<file path="src/rtl/load_store_unit.sv">
// load_store_unit: multi-cycle load/store initiator between execute and a
// word-addressed data memory. One byte/half/word access per handshake;
// sub-word stores are read-modify-write; loads return extended data.
//
// Ports:
//   clk, reset                 rising-edge clock, async active-high reset
//   req_valid/req_ready        request handshake (ready only in IDLE)
//   req_write/size/signed/addr/wdata   request payload (byte address)
//   resp_valid/rdata/err       one-cycle completion pulse and result
//   MemRead/MemWrite           memory enables (never both high)
//   ALUOut                     memory word index (req_addr >> 2)
//   reg2data                   memory write word
//   memout                     memory read data
module load_store_unit #(
    parameter int unsigned MEM_LAT   = 2,
    parameter int unsigned MEM_WORDS = 200
) (
    input  logic        clk,
    input  logic        reset,
    input  logic        req_valid,
    output logic        req_ready,
    input  logic        req_write,
    input  logic [1:0]  req_size,
    input  logic        req_signed,
    input  logic [31:0] req_addr,
    input  logic [31:0] req_wdata,
    output logic        resp_valid,
    output logic [31:0] resp_rdata,
    output logic        resp_err,
    output logic        MemRead,
    output logic        MemWrite,
    output logic [31:0] ALUOut,
    output logic [31:0] reg2data,
    input  logic [31:0] memout
);

    localparam int unsigned CNT_W = (MEM_LAT > 1) ? $clog2(MEM_LAT) : 1;
    localparam logic [1:0]  SZ_BYTE = 2'b00;
    localparam logic [1:0]  SZ_HALF = 2'b01;
    localparam logic [1:0]  SZ_WORD = 2'b10;
    localparam logic [1:0]  SZ_ILL  = 2'b11;

    typedef enum logic [1:0] {IDLE, RD_WAIT, WR, RESP} state_t;

    // Request fields still needed after the accepting edge
    typedef struct packed {
        logic        write;
        logic [1:0]  size;
        logic        sgn;
        logic [1:0]  lane;
        logic [15:0] wdata;
    } req_t;

    state_t           state;
    req_t             req_q;
    logic [CNT_W-1:0] cnt;
    logic             req_err_c;

    assign req_ready = (state == IDLE) && !reset;

    // Misaligned, illegal-size or out-of-range request
    assign req_err_c = (req_size == SZ_ILL)
                    || ((req_size == SZ_HALF) && req_addr[0])
                    || ((req_size == SZ_WORD) && (req_addr[1:0] != 2'b00))
                    || (32'(req_addr[31:2]) >= MEM_WORDS);

    // Right-justify the addressed byte/half and extend it
    function automatic logic [31:0] extract(input logic [31:0] w, input logic [1:0] sz,
                                            input logic [1:0] lane, input logic sgn);
        logic [7:0]  b;
        logic [15:0] h;
        logic [31:0] r;
        b = w[{lane, 3'b000} +: 8];
        h = lane[1] ? w[31:16] : w[15:0];
        case (sz)
            SZ_BYTE: r = {{24{sgn & b[7]}}, b};
            SZ_HALF: r = {{16{sgn & h[15]}}, h};
            default: r = w;
        endcase
        return r;
    endfunction

    // Replace only the addressed lanes of the word read back from memory
    function automatic logic [31:0] merge(input logic [31:0] w, input logic [1:0] sz,
                                          input logic [1:0] lane, input logic [15:0] wd);
        logic [31:0] r;
        r = w;
        if (sz == SZ_BYTE)
            r[{lane, 3'b000} +: 8] = wd[7:0];
        else if (lane[1])
            r[31:16] = wd;
        else
            r[15:0] = wd;
        return r;
    endfunction

    // Control FSM with registered memory and response outputs
    always_ff @(posedge clk or posedge reset) begin
        if (reset) begin
            state      <= IDLE;
            req_q      <= '0;
            cnt        <= '0;
            resp_valid <= 1'b0;
            resp_rdata <= '0;
            resp_err   <= 1'b0;
            MemRead    <= 1'b0;
            MemWrite   <= 1'b0;
            ALUOut     <= '0;
            reg2data   <= '0;
        end else begin
            resp_valid <= 1'b0;
            case (state)
                IDLE: begin
                    if (req_valid) begin
                        req_q <= '{write: req_write, size: req_size, sgn: req_signed,
                                   lane: req_addr[1:0], wdata: req_wdata[15:0]};
                        if (req_err_c) begin
                            state      <= RESP;
                            resp_valid <= 1'b1;
                            resp_err   <= 1'b1;
                            resp_rdata <= '0;
                        end else if (req_write && (req_size == SZ_WORD)) begin
                            state    <= WR;
                            MemWrite <= 1'b1;
                            ALUOut   <= 32'(req_addr[31:2]);
                            reg2data <= req_wdata;
                        end else begin
                            state   <= RD_WAIT;
                            MemRead <= 1'b1;
                            ALUOut  <= 32'(req_addr[31:2]);
                            cnt     <= '0;
                        end
                    end
                end
                RD_WAIT: begin
                    if (cnt == CNT_W'(MEM_LAT - 1)) begin
                        MemRead <= 1'b0;
                        cnt     <= '0;
                        if (req_q.write) begin
                            state    <= WR;
                            MemWrite <= 1'b1;
                            reg2data <= merge(memout, req_q.size, req_q.lane, req_q.wdata);
                        end else begin
                            state      <= RESP;
                            resp_valid <= 1'b1;
                            resp_err   <= 1'b0;
                            resp_rdata <= extract(memout, req_q.size, req_q.lane, req_q.sgn);
                        end
                    end else begin
                        cnt <= cnt + CNT_W'(1);
                    end
                end
                WR: begin
                    MemWrite   <= 1'b0;
                    state      <= RESP;
                    resp_valid <= 1'b1;
                    resp_err   <= 1'b0;
                    resp_rdata <= '0;
                end
                RESP: begin
                    state <= IDLE;
                end
                default: state <= IDLE;
            endcase
        end
    end

endmodule

</file>
<file path="config.mk">
export PLATFORM = sky130hd
export DESIGN_NAME = load_store_unit
export DESIGN_NICKNAME = d
export VERILOG_FILES = /design/src/rtl/load_store_unit.sv
export SDC_FILE = /design/constraint.sdc
export NUM_CORES = 1
export LEC_CHECK = 0
export ABC_AREA = 0
export CAP_MARGIN = 40
export CORE_ASPECT_RATIO = 0.5
export CORE_MARGIN = 2
export CORE_UTILIZATION = 45
export CTS_CLUSTER_DIAMETER = 50
export CTS_CLUSTER_SIZE = 28
export DETAILED_ROUTE_END_ITERATION = 8
export PLACE_DENSITY_LB_ADDON = 0.3
export SLEW_MARGIN = 20
export SYNTH_ARGS = -nofsm -noshare
export SYNTH_HDL_FRONTEND = slang
export SYNTH_SLANG_ARGS = --single-unit
export TNS_END_PERCENT = 100
</file>
<file path="constraint.sdc">
create_clock -name clk -period 5.4 [get_ports clk]
set_input_delay 1.08 -clock clk [delete_from_list [all_inputs] [get_ports clk]]
set_output_delay 1.08 -clock clk [all_outputs]
set_load 0.02 [all_outputs]
</file>
# ---- After elaboration in Yosys (flattened, before gate mapping)
# Cells that the tools add are included.
dict set report totals {
  word_cells 108
  reg_bits 123
}
dict set report op_classes {
  eq_ne 15
  bitwise 3
  n_shift 3
  reduce_logical 21
  n_lt_le_gt_ge 1
  addsub 2
  mux 49
}
# op n
set op_table {}
lappend op_table {{$mux W32} 10}
lappend op_table {{$pmux W32 S2} 2}
lappend op_table {{$pmux W32 S3} 1}
lappend op_table {{$mux W16} 3}
lappend op_table {{$bwmux W32} 1}
lappend op_table {{$shift A8 B7 Y32 const A} 1}
lappend op_table {{$shiftx A32 B6 Y8} 1}
lappend op_table {{$shiftx A8 B7 Y32} 1}
lappend op_table {{$ge A30 B8 Y1 const B} 1}
lappend op_table {{$mux W1} 22}
lappend op_table {{$ne A2 B2 Y1 const B} 7}
lappend op_table {{$reduce_and A6 Y1} 2}
lappend op_table {{$reduce_and A5 Y1} 2}
lappend op_table {{$pmux W1 S3} 3}
lappend op_table {{$eq A2 B2 Y1 const B} 4}
lappend op_table {{$mux W2} 4}
lappend op_table {{$pmux W2 S4} 1}
lappend op_table {{$neg A5 Y7} 1}
lappend op_table {{$eq A2 B1 Y1 const B} 3}
lappend op_table {{$logic_and A1 B1 Y1} 4}
lappend op_table {{$logic_not A2 Y1} 2}
lappend op_table {{$pmux W1 S2} 2}
lappend op_table {{$reduce_and A2 Y1} 2}
lappend op_table {{$reduce_and A4 Y1} 1}
lappend op_table {{9 further kinds} 13}

# ---- Depth between registers and ports, before layout
# Gate-level depths: netlist (run 1).
dict set report depth {
  word_depth 8
  depth_mapped 9
}

# ---- Worst setup path before layout (run 1)
# No wires, ideal clock.
dict set report synth_timing {
  kind {input to register}
  start {input req_addr[5]}
  end {register reg2data[19]}
  required_ns 5.275
  slack_ns 2.590
  path_buffers 1
  setup_ns 0.125
  path_stages 6
  arrival_ns 2.685
  cell_sequence {o311ai_1 > o2111ai_1 > or3_4 > a21oi_4 > buf_6 > mux2_2}
}
dict set report synth_via {
  elab_chain_cells 4
}
# item line
set synth_lines {}
lappend synth_lines {{from (decl)} 25} ;# input logic [31:0] req_addr,
lappend synth_lines {{$ge A30 B8 Y1} 65} ;# || (32'(req_addr[31:2]) >= MEM_WORDS);
lappend synth_lines {{$logic_or A1 B1 Y1} 65}
lappend synth_lines {{$ne A2 B2 Y1 (no line)} -}
lappend synth_lines {{$reduce_and A6 Y1 (no line)} -}
lappend synth_lines {{to (signal assigned)} 126} ;# reg2data <= req_wdata;
lappend synth_lines {{to (signal assigned)} 142} ;# reg2data <= merge(memout, req_q.size, req_q.lane, req_q.wdata);
lappend synth_lines {{to (decl)} 33} ;# output logic [31:0] reg2data,
# No other way between the ends.
# A chain may end at the register's enable or synchronous reset.

# ---- Worst setup path in the final report (run 1)
dict set report layout_timing {
  start {input req_addr[6]}
  end {register reg2data[27]}
}
# Same word-level chain as after synthesis.

==> results of run 1 <==
[registers in the layout, indices dropped and copies added (netlist names)]
name        count
state           2
cnt             1
MemRead         1
resp_valid      1
resp_err        1
ALUOut         30
reg2data       32
resp_rdata     32
req_q          22
MemWrite        1
[worst max path at each step]
stage / depth (start not counted) / slack (ns) / endpoint / from
2_1_floorplan: 1 / 1.05 / ALUOut[0] / reset
3_3_place_gp: 6 / 1.33 / reg2data[21] / req_addr[5]
3_5_place_dp: 7 / 1.55 / reg2data[27] / req_addr[6]
4_1_cts: 7 / 1.98 / reg2data[29] / req_addr[6]
5_1_grt: 7 / 1.85 / reg2data[10] / req_addr[5]
6_report: 7 / 1.94 / reg2data[27] / req_addr[6]
[cells by family (layout without fill, tap and decap cells)]
| logic type | count (synthesis) | in the layout | synth area share |
|---|---|---|---|
| AOI/OAI and AO/OA | 158 | 158 | 0.188 |
| and+or+nand+nor | 150 | 150 | 0.115 |
| DFF | 123 | 123 | 0.484 |
| muxes | 87 | 87 | 0.155 |
| buffers and inverters | 56 | 261 | 0.0398 |
| adders and majority gates | 9 | 9 | 0.0177 |
| other | 1 | 2 | 0.000590 |
[through the flow]
stage	total power, mW	hold WS, ns	cells	util	setup WS (ns)
after floorplan	3.15	0.473	585	-	1.05
after global placement	3.93	0.462	945	0.621	1.33
after detailed placement	4.04	0.467	949	0.626	1.55
after CTS	5.10	0.477	981	0.666	1.98
after global routing	5.44	0.503	982	0.667	1.85
final	5.12	0.476	982	0.667	1.94
[report_power, final]
part           leakage, nW  total [mW]  switching (mW)  internal, mW
registers             1.58        1.48           0.260          1.22
clock network        0.260        1.04           0.451         0.592
logic                 1.97        2.60            1.41          1.19
[layer usage]
metal  routed length, um  vias to the layer above  part of all wire  global-route usage
met4                 282                        0             0.015              0.0695
li1                    -                     2554                 -                   -
met2                8400                      299              0.44               0.395
met3                2150                       29              0.11              0.0872
met5                   0                        -                 0                   0
met1                8110                     2775              0.43               0.353
[area by class of cell]
type / count / area share
inverter: 14 / 0.00604
sequential: 123 / 0.338
clock buffer: 17 / 0.0467
clock inverter: 15 / 0.0128
multi-input combinational: 406 / 0.333
tap: 192 / 0.0264
timing repair buffer: 215 / 0.237
[cell usage after synthesis (2+ instances only)]
cell type	count	area, um2
nor3_1	7	35.0
dfrtp_1	123	3080
o2bb2ai_1	17	149
a21oi_1	10	50.1
buf_1	4	15.0
o31ai_1	24	180
nor2_1	51	191
nor2b_1	32	200
buf_6	3	33.8
clkbuf_1	27	101
o221ai_1	2	17.5
o21ai_0	30	150
a221oi_1	39	342
a22o_1	6	52.6
mux2_2	78	878
a31oi_1	6	37.5
and2b_1	8	60.1
a41o_1	2	20.0
inv_1	12	45.0
a211oi_1	3	22.5
nor4_1	7	43.8
a21o_1	2	15.0
nand2_1	35	131
a2bb2oi_1	6	52.6
mux2i_1	7	70.1
or2_2	2	12.5
buf_4	4	30.0
ha_1	9	113
buf_2	4	20.0
clkinv_1	2	7.51
[critical path, stage by stage]
cell and delay, ns:
clkdlybuf4s50_1 0.43, o311ai_1 0.47, o2111ai_1 0.35, or3_4 0.48
a21oi_4 0.35, buf_16 0.23, mux2_2 0.35
==> results.cfg, run 1 <==
[floorplan]
die_y_um = 88.0
die_w_um = 172
initial_core_util = 0.465
ios = 204
rows = 30
coreArea_mm2 = 0.0137
dieArea_mm2 = 0.0151

[synthesis]
yosysSeqAreaShare = 0.484
synth-edff-count = 0
synth_area_mm2 = 0.00635
yosys_warnings = 0
ys_types = 52
synthArstFlopShare = 1.00
syn_inst = 584
synth_ff_type = dfrtp_1
ys_ff_latch = 123
avgSynthCellArea_um2 = 10.9

[routing]
drt.antenna.violating_nets = 0
vias = 5657
drt_wl_total_um = 18900
via_per_inst = 5.76
initialDrtViolationCount = 614
drcViolationCount = 0
drtPass1Iterations = 8
wl_per_cell_um = 19.3

[clocking]
clock-sinks = 123
post_cts_buffers = 0
clkTransAtPathRegs_ns = 0.06
clk_latency_ns = 0.41
htree_levels = 4
cts_tree = built
cts_root_buffer = clkbuf_16
clk_path_buf_depth = 2
cts_resized = 0
cts_hold_buf = 0
cts_buffers = 17

[setup_path]
reg2reg_from = state[0]
cp.arrival_ns = 3.75
r2r_cells = 7
cp-start-kind = input port
criticalPathCategory = input port to flop
crit_required_ns = 5.69
cp-end-kind = flop
worstReg2RegEnd = reg2data[27]
rrSetupSlack_ns = 2.78
cp_max_fo = 24

[min_path]
hp-start = resp_rdata[29]
holdCritPathClass = flop to flop
worstHoldPathCells = 2
holdPathEnd = resp_rdata[29]

[place]
gp_congestion = 0.875
io_buffers = 201
place_hpwl_um = 13900
placed_area_mm2 = 0.00856

[sta]
worst_pin_slew_ns = 0.730
hold_viol = 0
maxSlewViolCount = 0
finalSetupTns_ns = 0
rsz0062_at_grt = false
fin_worst_skew_ns = 0.00682
min_period_ns = 3.46
setup_viol = 0
relSlewSlack = 0.513
fin_crit_sh = 0.641
fmax_ghz = 0.289

[layout]
multiInputGateArea_mm2 = 0.00304
design_area_mm2 = 0.00911
layout_commonest_cell = clkdlybuf4s50_1
mostFrequentLayoutCells = 201 x clkdlybuf4s50_1, 123 x dfrtp_1, 78 x mux2_2
syn2layout_area_growth_pct = 43.5
fillers = 1053
num_antenna_cells = 0
final_layout_size_suffix_gt1_frac = 0.171
register_area_mm2 = 0.00308
final_nets = 889

[global_route]
grt_pass1_vias = 5457
gr-total-overflow = 0
antenna_found_initial = 1
grt_pass1_wl_um = 29700
grt_start_max_net_pins = 61
track_usage = 0.258

[outcome]
status = finished, final reports clean

[pwr]
p_leak_nw = 3.81
power.density_mw_per_mm2 = 562
ir_drop_uv = 276

[flow_run]
drv_cap = 0
(Power assumes the default switching activity.)
==> run 2: changes to the inputs <==
--- a/config.mk
+++ b/config.mk
@@ -9,7 +9,7 @@
 export CAP_MARGIN = 40
 export CORE_ASPECT_RATIO = 0.5
 export CORE_MARGIN = 2
-export CORE_UTILIZATION = 45
+export CORE_UTILIZATION = 42
 export CTS_CLUSTER_DIAMETER = 50
 export CTS_CLUSTER_SIZE = 28
 export DETAILED_ROUTE_END_ITERATION = 8
==> constraint.sdc (replaced) <==
create_clock -name clk -period 2.9 [get_ports clk]
set_input_delay 0.58 -clock clk [delete_from_list [all_inputs] [get_ports clk]]
set_output_delay 0.58 -clock clk [all_outputs]
set_load 0.02 [all_outputs]
==> run 2 against run 1 <==
Effect of this change: sequential power grew 82%; cell area grew 2.1%; sequential share of layout area shrank 0.69 points; register-to-register slack lost 2.3 ns; die area grew 6.9%.
==> results.cfg, run 2 (synthesized netlist as in run 1, its figures left out) <==
[outcome]
status = finished, final reports clean

[clocking]
htree_levels = 4
cts_hold_buf = 0
cts_buffers = 17
cts_resized = 0
cts_tree = built
clock-sinks = 123
cts_root_buffer = clkbuf_16
post_cts_buffers = 0
clk_latency_ns = 0.42
clk_path_buf_depth = 2
clkTransAtPathRegs_ns = 0.06

[sta]
fin_worst_skew_ns = 0.00826
setup_viol = 0
fmax_ghz = 0.373
relSlewSlack = 0.355
worst_pin_slew_ns = 0.960
timing.hold.ws_ns = 0.482
maxSlewViolCount = 0
fin_crit_sh = 0.924
rsz0062_at_grt = false
hold_viol = 0
min_period_ns = 2.68
fin_ws_ns = 0.220

[setup_path]
path_cells = inv_1 > ha_2 > inv_1 > nor2_1 > clkdlybuf4s50_1
cp.arrival_ns = 2.10
r2r_cells = 7
cp_max_fo = 11
slowest_delay_ns = 0.61
cp-start-kind = flop
cp-end-kind = output port
path_common_cell = inv_1
reg2reg_from = req_q[17]
criticalPathCategory = flop to output port
worstReg2RegEnd = reg2data[8]
rrSetupSlack_ns = 0.44
crit_required_ns = 2.32
crit_slowest_cell = clkdlybuf4s50_1

[min_path]
holdPathEnd = resp_rdata[29]
worstHoldPathCells = 2
holdCritPathClass = flop to flop
hp-start = resp_rdata[29]

[flow_run]
drv_cap = 0

[layout]
register_area_mm2 = 0.00308
final_cells = 1000
final_nets = 900
syn2layout_area_growth_pct = 46.5
reg.largest.list = reg2data: 32 flops, resp_rdata: 32 flops, ALUOut: 30 flops
fin_util = 0.636
final_layout_size_suffix_gt1_frac = 0.185
mostFrequentLayoutCells = 201 x clkdlybuf4s50_1, 123 x dfrtp_1, 78 x mux2_2
layout_commonest_cell = clkdlybuf4s50_1
multiInputGateArea_mm2 = 0.00305
fillers = 1189

[place]
io_buffers = 201
dp_cells = 967
pre_cts_slack_ns = -0.0435
place_hpwl_um = 14200
gp_congestion = 0.872

[pwr]
power_mw = 9.91
power.density_mw_per_mm2 = 1070
p_leak_nw = 3.88
ir_drop_uv = 470

[floorplan]
dieArea_mm2 = 0.0162
die_y_um = 91.0
rows = 31
die_w_um = 178
initial_core_util = 0.434
ios = 204
coreArea_mm2 = 0.0146

[routing]
drtPass1Iterations = 8
initialDrtViolationCount = 557
drt_wl_total_um = 19600
drcViolationCount = 0
wl_per_cell_um = 19.6
via_per_inst = 5.67
drt.antenna.violating_nets = 0
vias = 5674

[global_route]
grt_start_max_net_pins = 124
gr-total-overflow = 0
track_usage = 0.250
grt_pass1_vias = 5781
antenna_found_initial = 2
grt_pass1_wl_um = 31400
run 2: worst max-delay path by stage:
stage | to | depth (start not counted) | startpoint
2_1_floorplan | reg2data[30] | 8 | req_q[17]
3_3_place_gp | ALUOut[3] | 8 | req_addr[24]
3_5_place_dp | ALUOut[5] | 9 | req_addr[5]
4_1_cts | req_ready | 5 | state[0]
5_1_grt | req_ready | 5 | state[0]
6_report | req_ready | 5 | state[0]
run 2: stage by stage:
step	cell area, um2	TNS (ns)
3_5_place_dp	8690	-1.32
4_1_cts	9300	0
2_1_floorplan	6360	0
3_3_place_gp	8680	0
5_1_grt	9300	0
6_report	9310	0
run 2: per-layer routing:
layer  track usage  share of wire
met5             0        0.00061
met1         0.334           0.43
met2         0.379           0.44
met4        0.0820          0.020
met3        0.0863           0.11
run 2: cell type report:
cell class | instances | share of cell area
clock inverter | 15 | 0.0200
multi-input combinational | 406 | 0.327
clock buffer | 17 | 0.0457
inverter | 14 | 0.00605
tap | 198 | 0.0266
sequential | 123 | 0.331
antenna | 1 | 0.000269
timing repair buffer | 226 | 0.243
run 2: power by group:
group / internal (mW) / switching (mW) / leakage [nW] / total (mW)
Clock: 1.37 / 0.842 / 0.288 / 2.21
Combinational: 2.29 / 2.72 / 2.02 / 5.00
Sequential: 2.27 / 0.431 / 1.58 / 2.70
Total: 5.92 / 3.99 / 3.88 / 9.91
run 2: critical path, delay by kind of cell, from the launching register on:
kind | cells | cell delay, ns
adders and majority gates | 1 | 0.30
buffers and inverters | 3 | 0.86
DFF | 1 | 0.41
and+or+nand+nor | 1 | 0.13
